## config.mk

```make
export PLATFORM = sky130hd
export DESIGN_NAME = pdm_cic_decimator
export DESIGN_NICKNAME = d
export VERILOG_FILES = /design/src/rtl/pdm_cic_decimator.sv
export SDC_FILE = /design/constraint.sdc
export NUM_CORES = 1
export LEC_CHECK = 0
export CORE_UTILIZATION = 50
export CTS_CLUSTER_SIZE = 25
export DETAILED_ROUTE_END_ITERATION = 12
export GPL_TIMING_DRIVEN = 0
export PLACE_DENSITY = 0.71
export SLEW_MARGIN = 40
export SYNTH_ARGS = -nofsm -noshare
export SYNTH_HDL_FRONTEND = slang
export SYNTH_SLANG_ARGS = --single-unit
```

## constraint.sdc

```tcl
create_clock -name clk -period 4.45 [get_ports clk]
set_input_delay 1.1125 -clock clk [delete_from_list [all_inputs] [get_ports clk]]
set_output_delay 1.1125 -clock clk [all_outputs]
set_load 0.1 [all_outputs]
```

## src/rtl/pdm_cic_decimator.sv

```systemverilog
// -----------------------------------------------------------------------------
// pdm_cic_decimator
//
// Front end of the PDM microphone path. It generates the microphone bit clock,
// captures the 1-bit PDM stream, and decimates it with a 3rd-order CIC filter
// (differential delay 1, ratio 2^DECIM_LOG2) into 8-bit unsigned PCM samples.
// sample_out / sample_valid feed the circular sample buffer directly as write
// data / write strobe. There is no backpressure.
//
// Ports
//   clk          in   system clock, all logic on the rising edge
//   rst          in   asynchronous active-high reset
//   en           in   run enable; low freezes divider, counters and filter state
//   pdm_data     in   PDM bit from the microphone
//   pdm_clk      out  bit clock to the microphone (registered)
//   sample_out   out  8-bit unsigned PCM sample, held between strobes
//   sample_valid out  one-cycle strobe qualifying sample_out
//
// Handshake: sample_valid is a pure valid with no ready. Each high cycle
// carries exactly one new sample on sample_out, and the consumer must take it
// in that cycle.
// -----------------------------------------------------------------------------
module pdm_cic_decimator #(
  parameter int CLK_DIV    = 8,
  parameter int DECIM_LOG2 = 5,
  parameter int ACC_W      = 3 * DECIM_LOG2 + 1
) (
  input  logic       clk,
  input  logic       rst,
  input  logic       en,
  input  logic       pdm_data,
  output logic       pdm_clk,
  output logic [7:0] sample_out,
  output logic       sample_valid
);

  localparam int DIV_W = $clog2(CLK_DIV);
  localparam int HALF  = CLK_DIV / 2;

  // Clock divider and bit-clock generation
  logic [DIV_W-1:0] div_cnt_q, div_cnt_d;
  logic             pdm_clk_q;

  // Input capture and decimation bookkeeping
  logic                  pdm_q;
  logic [DECIM_LOG2-1:0] dec_cnt_q;
  logic [1:0]            warm_cnt_q;

  // CIC integrators, comb delays, and the top 9 bits of the comb result
  logic [ACC_W-1:0] i1_q, i2_q, i3_q;
  logic [ACC_W-1:0] i1_d, i2_d, i3_d;
  logic [ACC_W-1:0] d1_q, d2_q, d3_q;
  logic [ACC_W-1:0] c1, c2, c3;
  logic [8:0]       r_q;

  // Pipeline flags: s1 = comb stage pending, emit = result will be presented
  logic s1_q, s1_emit_q, s2_emit_q;

  logic [7:0] sample_out_q;
  logic       sample_valid_q;

  logic bit_stb;
  logic dec_evt;
  logic [7:0] sat_val;

  // Divider advances only while enabled; holding it also holds pdm_clk.
  always_comb begin
    div_cnt_d = div_cnt_q;
    if (en) begin
      if (div_cnt_q == DIV_W'(CLK_DIV - 1)) div_cnt_d = '0;
      else                                  div_cnt_d = div_cnt_q + 1'b1;
    end
  end

  // Bit strobe on the last low cycle before the pdm_clk rising edge; the
  // microphone drives its bit after the falling edge, so data is settled here.
  assign bit_stb = en && (div_cnt_q == DIV_W'(HALF - 1));
  assign dec_evt = bit_stb && (dec_cnt_q == {DECIM_LOG2{1'b1}});

  // Integrator chain: each stage adds the pre-update value of the stage
  // before it, so the chain carries two bit periods of latency. Wrap is
  // intentional; the combs cancel it.
  always_comb begin
    i1_d = i1_q + ACC_W'(pdm_q);
    i2_d = i2_q + i1_q;
    i3_d = i3_q + i2_q;
  end

  // Comb chain, evaluated in the cycle after a decimation event.
  always_comb begin
    c1 = i3_q - d1_q;
    c2 = c1 - d2_q;
    c3 = c2 - d3_q;
  end

  // Full scale is exactly 2^(ACC_W-1), the only value with the MSB set, so
  // the MSB alone selects saturation to 255.
  assign sat_val = r_q[8] ? 8'hFF : r_q[7:0];

  always_ff @(posedge clk or posedge rst) begin
    if (rst) begin
      div_cnt_q      <= '0;
      pdm_clk_q      <= 1'b0;
      pdm_q          <= 1'b0;
      dec_cnt_q      <= '0;
      warm_cnt_q     <= '0;
      i1_q           <= '0;
      i2_q           <= '0;
      i3_q           <= '0;
      d1_q           <= '0;
      d2_q           <= '0;
      d3_q           <= '0;
      r_q            <= '0;
      s1_q           <= 1'b0;
      s1_emit_q      <= 1'b0;
      s2_emit_q      <= 1'b0;
      sample_out_q   <= '0;
      sample_valid_q <= 1'b0;
    end else begin
      div_cnt_q <= div_cnt_d;
      pdm_clk_q <= (div_cnt_d >= DIV_W'(HALF));
      pdm_q     <= pdm_data;

      if (bit_stb) begin
        i1_q      <= i1_d;
        i2_q      <= i2_d;
        i3_q      <= i3_d;
        dec_cnt_q <= dec_cnt_q + 1'b1;
      end

      // The first three results are CIC start-up transient and are dropped.
      if (dec_evt && (warm_cnt_q != 2'd3)) warm_cnt_q <= warm_cnt_q + 1'b1;

      // Pipeline flags run independently of en so an in-flight result still
      // completes while the front end is frozen.
      s1_q      <= dec_evt;
      s1_emit_q <= dec_evt && (warm_cnt_q == 2'd3);
      s2_emit_q <= s1_emit_q;

      if (s1_q) begin
        d1_q <= i3_q;
        d2_q <= c1;
        d3_q <= c2;
        r_q  <= c3[ACC_W-1:ACC_W-9];
      end

      sample_valid_q <= s2_emit_q;
      if (s2_emit_q) sample_out_q <= sat_val;
    end
  end

  assign pdm_clk      = pdm_clk_q;
  assign sample_out   = sample_out_q;
  assign sample_valid = sample_valid_q;

endmodule
```

Yosys cells after proc, flatten, opt, wreduce, memory -nomap -nowiden

Cells that the tools add are included.

Bits of input ports: 4
Flip-flop bits (word level): 129

Equal/unequal tests: 5
Order comparisons: 1
Add/sub/neg operators: 9
Reduce and logical (&&, ||, !) cells: 4
Mux-type cells: 3

Operators by type and width:

| cell                | number |
|---|---|
| $sub 16x16->16      | 3 |
| $add 16x16->16      | 2 |
| $add 16x1->16       | 1 |
| $mux 8              | 1 |
| $mux 3              | 2 |
| $add 5x1->5 const B | 1 |
| $eq 5x5->1 const B  | 1 |
| $logic_and 1x1->1   | 4 |
| $add 3x1->3 const B | 1 |
| $eq 3x2->1 const B  | 1 |
| $eq 3x3->1 const B  | 1 |
| $ge 3x3->1 const B  | 1 |
| $add 2x1->2 const B | 1 |
| $eq 2x2->1 const B  | 1 |
| $ne 2x2->1 const B  | 1 |

Depth between registers and ports, before layout

Gate-level depths: netlist of the first run.

Depth in word-level cells: 4
Mapped depth: 27
Gate-level depth less buffers: 27

Worst setup path after synthesis of the first run

No wires, ideal clock.

Path kind: reg-to-reg
Start point: register i3_q[0]
End point: register r_q[8]
Library setup time: 0.125 ns
Slack: -0.344 ns
Stages on the path, launching flop included: 27
Period minus slack after synthesis: 4.794 ns
Buffers on the path: 0
Data arrival time: 4.669 ns
Data required time: 4.325 ns
Cell sequence: dfrtp_1 inv_1 ha_1 inv_1 fa_1 a21o_1 a21oi_2 o21bai_1 a21oi_1 o21a_1 o21bai_1 a211oi_1 nor2_1 ha_1 nand2_1 o21ai_1 nor2_1 o21ai_0 a21oi_1 xnor2_1 ha_1 and3_1 nand3_2 nand3_4 o41ai_2 xnor3_1 mux2_4

Word-level cells in the longest chain between the ends: 3

Ends and longest elaborated chain:

| item                   | RTL line | RTL |
|---|---|---|
| start, declared        | 50       | `logic [ACC_W-1:0] i1_q, i2_q, i3_q;` |
| start signal, assigned | 127      | `i3_q <= i3_d;` |
| $sub 16x16->16         | 91       | `c1 = i3_q - d1_q;` |
| named net c1[10]       | 53       | `logic [ACC_W-1:0] c1, c2, c3;` |
| $sub 16x16->16         | 92       | `c2 = c1 - d2_q;` |
| named net c2[12]       | 53       |  |
| $sub 16x16->16         | 93       | `c3 = c2 - d3_q;` |
| end signal, assigned   | 144      | `r_q <= c3[ACC_W-1:ACC_W-9];` |
| end, declared          | 54       | `logic [8:0] r_q;` |

The timed path passes the listed nets, and every way through them passes these cells.
A chain may end at the register's enable or synchronous reset.

Worst setup path after layout of the first run

Same ends and word-level chain as after synthesis.

==> flow_summary.yaml, run 1 <==
timing:
  fin_ws_ns: -0.190
  setup_viol: 2
  finalHoldViolations: 0
  worstMarginPinSlew_ns: 0.753
  whs_ns: 0.355
  fmax_ghz: 0.215
  rsz0062_at_grt: "yes"
  slew_headroom_pct: 49.8
  finalCritPeriodShare_pct: 104
  clock_skew_ns: 0.00720
  slew_viol_final: 0
  post-route-min-period_ns: 4.64
synthesis:
  async_flop_share_pct: 100
  synthCells: 871
  ys_seq_area_share_pct: 40.1
  synth-seq-cells: 128
  synth-edff-count: 0
  syn-cell-area_mm2: 0.00798
  avgSynthCellArea_um2: 9.16
  synth_cell_type_count: 60
  ys_warn_count: 0
  syn_nets: 961
  synthFlopType: "dfrtp_1"
placed_design:
  routabilityCongestion: 0.804
  place_hpwl_um: 11800
  dpl.cell_count: 1101
  io_buffers: 13
worst_setup_path:
  end_kind: "flip-flop"
  rr_endpoint: "r_q[8]"
  reg2reg_slack_ns: -0.19
  start_kind: "flip-flop"
  path_class: "reg2reg"
  r2r-start: "i3_q[0]"
  r2r_cells: 26
  cp_data_arrival_time_ns: 4.93
  crit_fanout: 4
  worstPathRequired_ns: 4.74
outcome:
  violations: "setup timing"
  outcome: "complete, but fails checks"
global_routing:
  grt_pass1_wl_um: 27200
  grt.overflow.total: 0
  grt_use_met3_pct: 5.16
  antenna_found_initial: 0
  use_met2_pct: 37.8
  grt_busiest_layer: "met2"
  grt_max_degree: 26
  grt_usage_pct: 21.0
  use_met1_pct: 24.9
  grt_pass1_vias: 5895
floorplan:
  rows: 45
  fp.dieW_um: 128
  core_area_mm2: 0.0154
  ios: 14
  die_h_um: 128
  start_util_pct: 51.9
  die_area_mm2: 0.0165
final_layout:
  area_growth_pct: 15.8
  fill_cells: 1309
  drive_gt1_share_pct: 12.2
  fin_nets: 1012
  fin_cells: 1144
  antenna_cells: 0
drt:
  wl_per_cell_um: 13.5
  finalWirelength_um: 15400
  dr.pass1.iters: 4
  ant_nets: 0
  drcViolationCount: 0
  vias: 5966
  viasPerCell: 5.22
  first_iter_violations: 234
clock_network:
  cts_sinks: 128
  cts_tree: "done"
  path_clk_slew_ns: 0.05
  root_buffer: "clkbuf_16"
  cts-htree-levels: 4
  postCtsHoldBufs: 0
  cts_buffers: 17
  worst_skew_pair.late_latency_ns: 0.41
  cts_buffer_depth: 2
flow_run:
  cap_viol_max_count: 0
min_path:
  hold_end: "s2_emit_q"
  min_path_type: "reg2reg"
  hold_depth: 0
  worstHoldStart: "s1_emit_q"
[flip-flops by register name (all words and copies together), names as in the netlist, named ones only]
| register | cells |
|---|---|
| d1_q | 16 |
| d2_q | 16 |
| d3_q | 16 |
| i1_q | 16 |
| i2_q | 16 |
| i3_q | 16 |
| r_q | 9 |
| sample_out | 8 |
| dec_cnt_q | 5 |
| warm_cnt_q | 2 |
| pdm_q | 1 |
| s1_emit_q | 1 |
| s1_q | 1 |
| s2_emit_q | 1 |
| sample_valid | 1 |
[Yosys cell counts, drive strengths merged, types with 4 or more instances]
cell type    n  area share (%)
o21a         5            0.47
fa           4             1.0
nor2b        9            0.71
nand2      113             5.3
nand2b       8            0.63
a21o        12             1.1
nor2        69             3.2
clkbuf      19            0.89
or3          4            0.31
xor2        22             2.4
xnor2       46             5.0
mux2        17             2.4
ha          82              13
a21oi       39             2.5
a31oi        7            0.55
and2         5            0.39
and3        10            0.78
inv         77             3.6
nor3        16             1.0
o31ai        5            0.47
nand4        4            0.31
o21ai       93             5.9
nand3       22             1.6
a211oi       4            0.38
o21bai       5            0.47
dfrtp      128              40
[final cells by class]
class	instances	area, um^2	share of cell area, %
plain buffers	22	82.6	0.894
multi-input cells	644	4520	48.9
repair buffers	32	327	3.53
inverters	77	293	3.17
flip-flops and latches	128	3200	34.7
clock inverters	6	57.6	0.623
clock buffers	24	492	5.32
well taps	211	264	2.86
[worst max-delay path by stage]
stage / start / to / slack, ns / cells after the start
floorplan: i3_q[0] / r_q[8] / -0.06 / 26
finish: i3_q[0] / r_q[8] / -0.19 / 26
global placement: i3_q[0] / r_q[8] / -0.47 / 26
CTS: i3_q[0] / r_q[8] / -0.27 / 26
global route: i3_q[0] / r_q[8] / -0.47 / 25
detailed placement: i3_q[0] / r_q[8] / -0.52 / 26
[worst max-delay path: stages (launching register included)]
cell and delay (ns):
dfrtp_1 0.39, inv_2 0.09, ha_4 0.14, inv_2 0.03
fa_2 0.35, a21o_1 0.18, a21oi_2 0.16, o21bai_1 0.09
a21oi_2 0.18, o21a_1 0.17, buf_4 0.13, o21ai_0 0.10
nor2_1 0.18, ha_1 0.29, nand2_1 0.09, o21ai_2 0.08
nor2_2 0.11, o21ai_2 0.08, a21oi_2 0.18, xnor2_1 0.14
ha_1 0.29, and3_1 0.17, nand3_2 0.09, nand3_4 0.08
o41ai_2 0.22, xnor3_1 0.26, mux2_4 0.26
[kinds of logic after synthesis]
logic type	after synthesis	share of synthesized area, %
simple gates	270	15.2
compound gates	201	15.8
flops	128	40.1
buf+inv	99	4.66
fa+ha+maj	86	13.9
xor+xnor	69	7.75
mux	18	2.57
[stage by stage]
stage                     util (%)  TNS (ns)  setup WS, ns  area [um^2]
after floorplan                  -   -0.0647       -0.0647         7990
after global placement        54.6     -1.04        -0.469         8390
after detailed placement      55.2     -1.42        -0.523         8480
after CTS                     59.5    -0.468        -0.266         9150
after global routing          60.1     -1.42        -0.471         9240
final                         60.1    -0.299        -0.190         9240
[per-layer routing]
metal | wire, um | share of wire, %
met4 | 175 | 1.1
met2 | 7930 | 51
met5 | 0 | 0
met3 | 342 | 2.2
met1 | 6970 | 45
[what timing repair did]
action	in CTS	in global routing
setup buffers	9	4
setup endpoints to repair	6	8
gates cloned	0	0
pin swaps	14	5
gates resized for setup	12	23
[cells in the final DEF (no fill, tap or decap), types with 9 or more instances in the layout]
master and n:
nand3_1 20, xnor2_1 46, inv_1 74, a21oi_1 31, dfrtp_1 128, and3_1 10, nor2_1 67, o21ai_0 79
nand2_1 113, o21ai_1 9, clkbuf_1 22, nor2b_1 9, nor3_1 14, buf_2 10, buf_4 12, ha_1 79
a21o_1 12, xor2_1 22, mux2_2 15, clkbuf_16 17
Power of run 1 is not shown: default switching activity piles up to over one toggle a cycle in this logic, so the estimate is an artifact.
==> run 2, diff against run 1 <==
GPL_TIMING_DRIVEN = default   (was 0)
==> run 2 against run 1 <==
Against the previous run: the run still ends with setup timing left; critical endpoint unchanged; wire length shrank 7.1%; utilization up 1.3 points; worst setup slack improved by 0.040 ns; via count up 0.22%; largest cell class unchanged; critical path depth stayed put; cell count increased by 1.6%; highest routed layer unchanged; non-clock buffer count is 17 higher.
==> flow_summary.yaml, run 2 (synthesized netlist as in run 1, its figures left out) <==
outcome:
  outcome: "complete, but fails checks"
  violations: "setup timing"
timing:
  fmax_ghz: 0.217
  fin_ws_ns: -0.150
  rsz0062_at_grt: "yes"
  slew_viol_final: 0
  worstMarginPinSlew_ns: 0.674
  finalCritPeriodShare_pct: 103
  clock_skew_ns: 0.0134
  setup_viol: 2
  slew_headroom_pct: 55.1
  post-route-min-period_ns: 4.60
  finalHoldViolations: 0
drt:
  dr.pass1.iters: 4
  drcViolationCount: 0
  first_iter_violations: 193
  viasPerCell: 5.15
  finalWirelength_um: 14300
  vias: 5979
  wl_per_cell_um: 12.3
  ant_nets: 0
final_layout:
  final_common_cell: "dfrtp_1"
  fin_cells: 1162
  antenna_cells: 0
  final_cell_mix: "dfrtp_1, nand2_1, o21ai_0"
  fin_nets: 1029
  drive_gt1_share_pct: 16.8
  fill_cells: 1288
  area_growth_pct: 18.3
placed_design:
  place_hpwl_um: 9910
  io_buffers: 13
  routabilityCongestion: 0.815
  dpl.cell_count: 1112
global_routing:
  grt_pass1_vias: 5857
  grt_max_degree: 129
  grt_pass1_wl_um: 25600
  antenna_found_initial: 0
  grt.overflow.total: 0
  grt_usage_pct: 19.3
flow_run:
  cap_viol_max_count: 0
worst_setup_path:
  worstPathRequired_ns: 4.75
  path_class: "reg2reg"
  end_kind: "flip-flop"
  start_kind: "flip-flop"
  cp_data_arrival_time_ns: 4.90
  crit_fanout: 4
floorplan:
  ios: 14
  fp.dieW_um: 128
  rows: 45
  die_h_um: 128
  die_area_mm2: 0.0165
  start_util_pct: 51.9
  core_area_mm2: 0.0154
min_path:
  min_path_type: "reg2reg"
clock_network:
  cts_tree: "done"
  cts-htree-levels: 4
  cts_buffer_depth: 2
  postCtsHoldBufs: 0
  path_clk_slew_ns: 0.05
  worst_skew_pair.late_latency_ns: 0.42
  cts_sinks: 128
  cts_buffers: 17
  root_buffer: "clkbuf_16"
## run 2: cell count changes in the layout (fill, tap and decap cells not counted), sizes merged
cell,change
buf,+36
bufinv,+1
clkbuf,-18
clkinvlp,-1
## run 2: stage by stage
step                util, %  hold WS, ns  setup TNS [ns]  area (um^2)  worst slack, ns
finish                 61.4        0.357          -0.212         9440           -0.150
global route           61.4        0.359           -1.06         9440           -0.456
CTS                    60.5        0.353          -0.117         9310          -0.0984
detailed placement     55.7        0.340          -0.420         8560           -0.260
global placement       56.0        0.334          -0.250         8610           -0.180
floorplan                 -        0.331         -0.0647         7990          -0.0647
## run 2: worst paths after layout
kind | from | endpoint | slack [ns] | cells past startpoint
worst min register to register | s1_emit_q | s2_emit_q | 0.36 | 0
worst min-delay path | s1_emit_q | s2_emit_q | 0.36 | 0
worst max-delay path | i3_q[0] | r_q[8] | -0.15 | 26
min in group asynchronous | rst | d3_q[0] | 1.24 | 3
max in group asynchronous | rst | s1_q | 2.71 | 3
worst max register to register | i3_q[0] | r_q[8] | -0.15 | 26
## run 2: routing by layer
layer	part of all wire, %	track usage, %	wire [um]	vias up
li1	-	-	-	3132
met1	46	23.3	6650	2791
met2	50	33.6	7140	44
met3	2.2	4.45	322	12
met4	1.5	6.99	212	0
met5	0	0	0	-
## run 2: final cells by class
type	count	area, um^2	share of cell area [%]
Multi-Input combinational cell	644	4570	48.4
Timing Repair Buffer	71	532	5.63
Sequential cell	128	3200	33.9
Clock inverter	6	80.1	0.848
Clock buffer	25	495	5.25
Inverter	77	293	3.10
Tap cell	211	264	2.80
## run 2: worst max-delay path, cell delays in order, from the launching register on
cell      delay, ns
dfrtp_1        0.38
inv_2          0.08
ha_4           0.14
inv_2          0.04
fa_2           0.34
a21o_1         0.17
a21oi_2        0.13
o21bai_1       0.09
a21oi_2        0.16
o21a_1         0.16
o21bai_1       0.07
a211oi_2       0.18
nor2_1         0.09
ha_1           0.34
nand2_1        0.09
o21ai_2        0.06
buf_4          0.14
o41ai_4        0.25
buf_4          0.19
o21ai_2        0.05
xor2_1         0.23
ha_2           0.34
nor3_2         0.11
nor2_1         0.09
o41ai_4        0.05
xnor3_1        0.24
mux2_4         0.26
## run 2: what timing repair did
| action | CTS | global route |
|---|---|---|
| endpoints found under the setup margin | 3 | 6 |
| buffers inserted | 14 | 5 |
| gates resized for setup | 19 | 23 |
| pin swaps | 17 | 7 |
| gates cloned | 0 | 0 |
Power of run 2 is left out for the same reason.
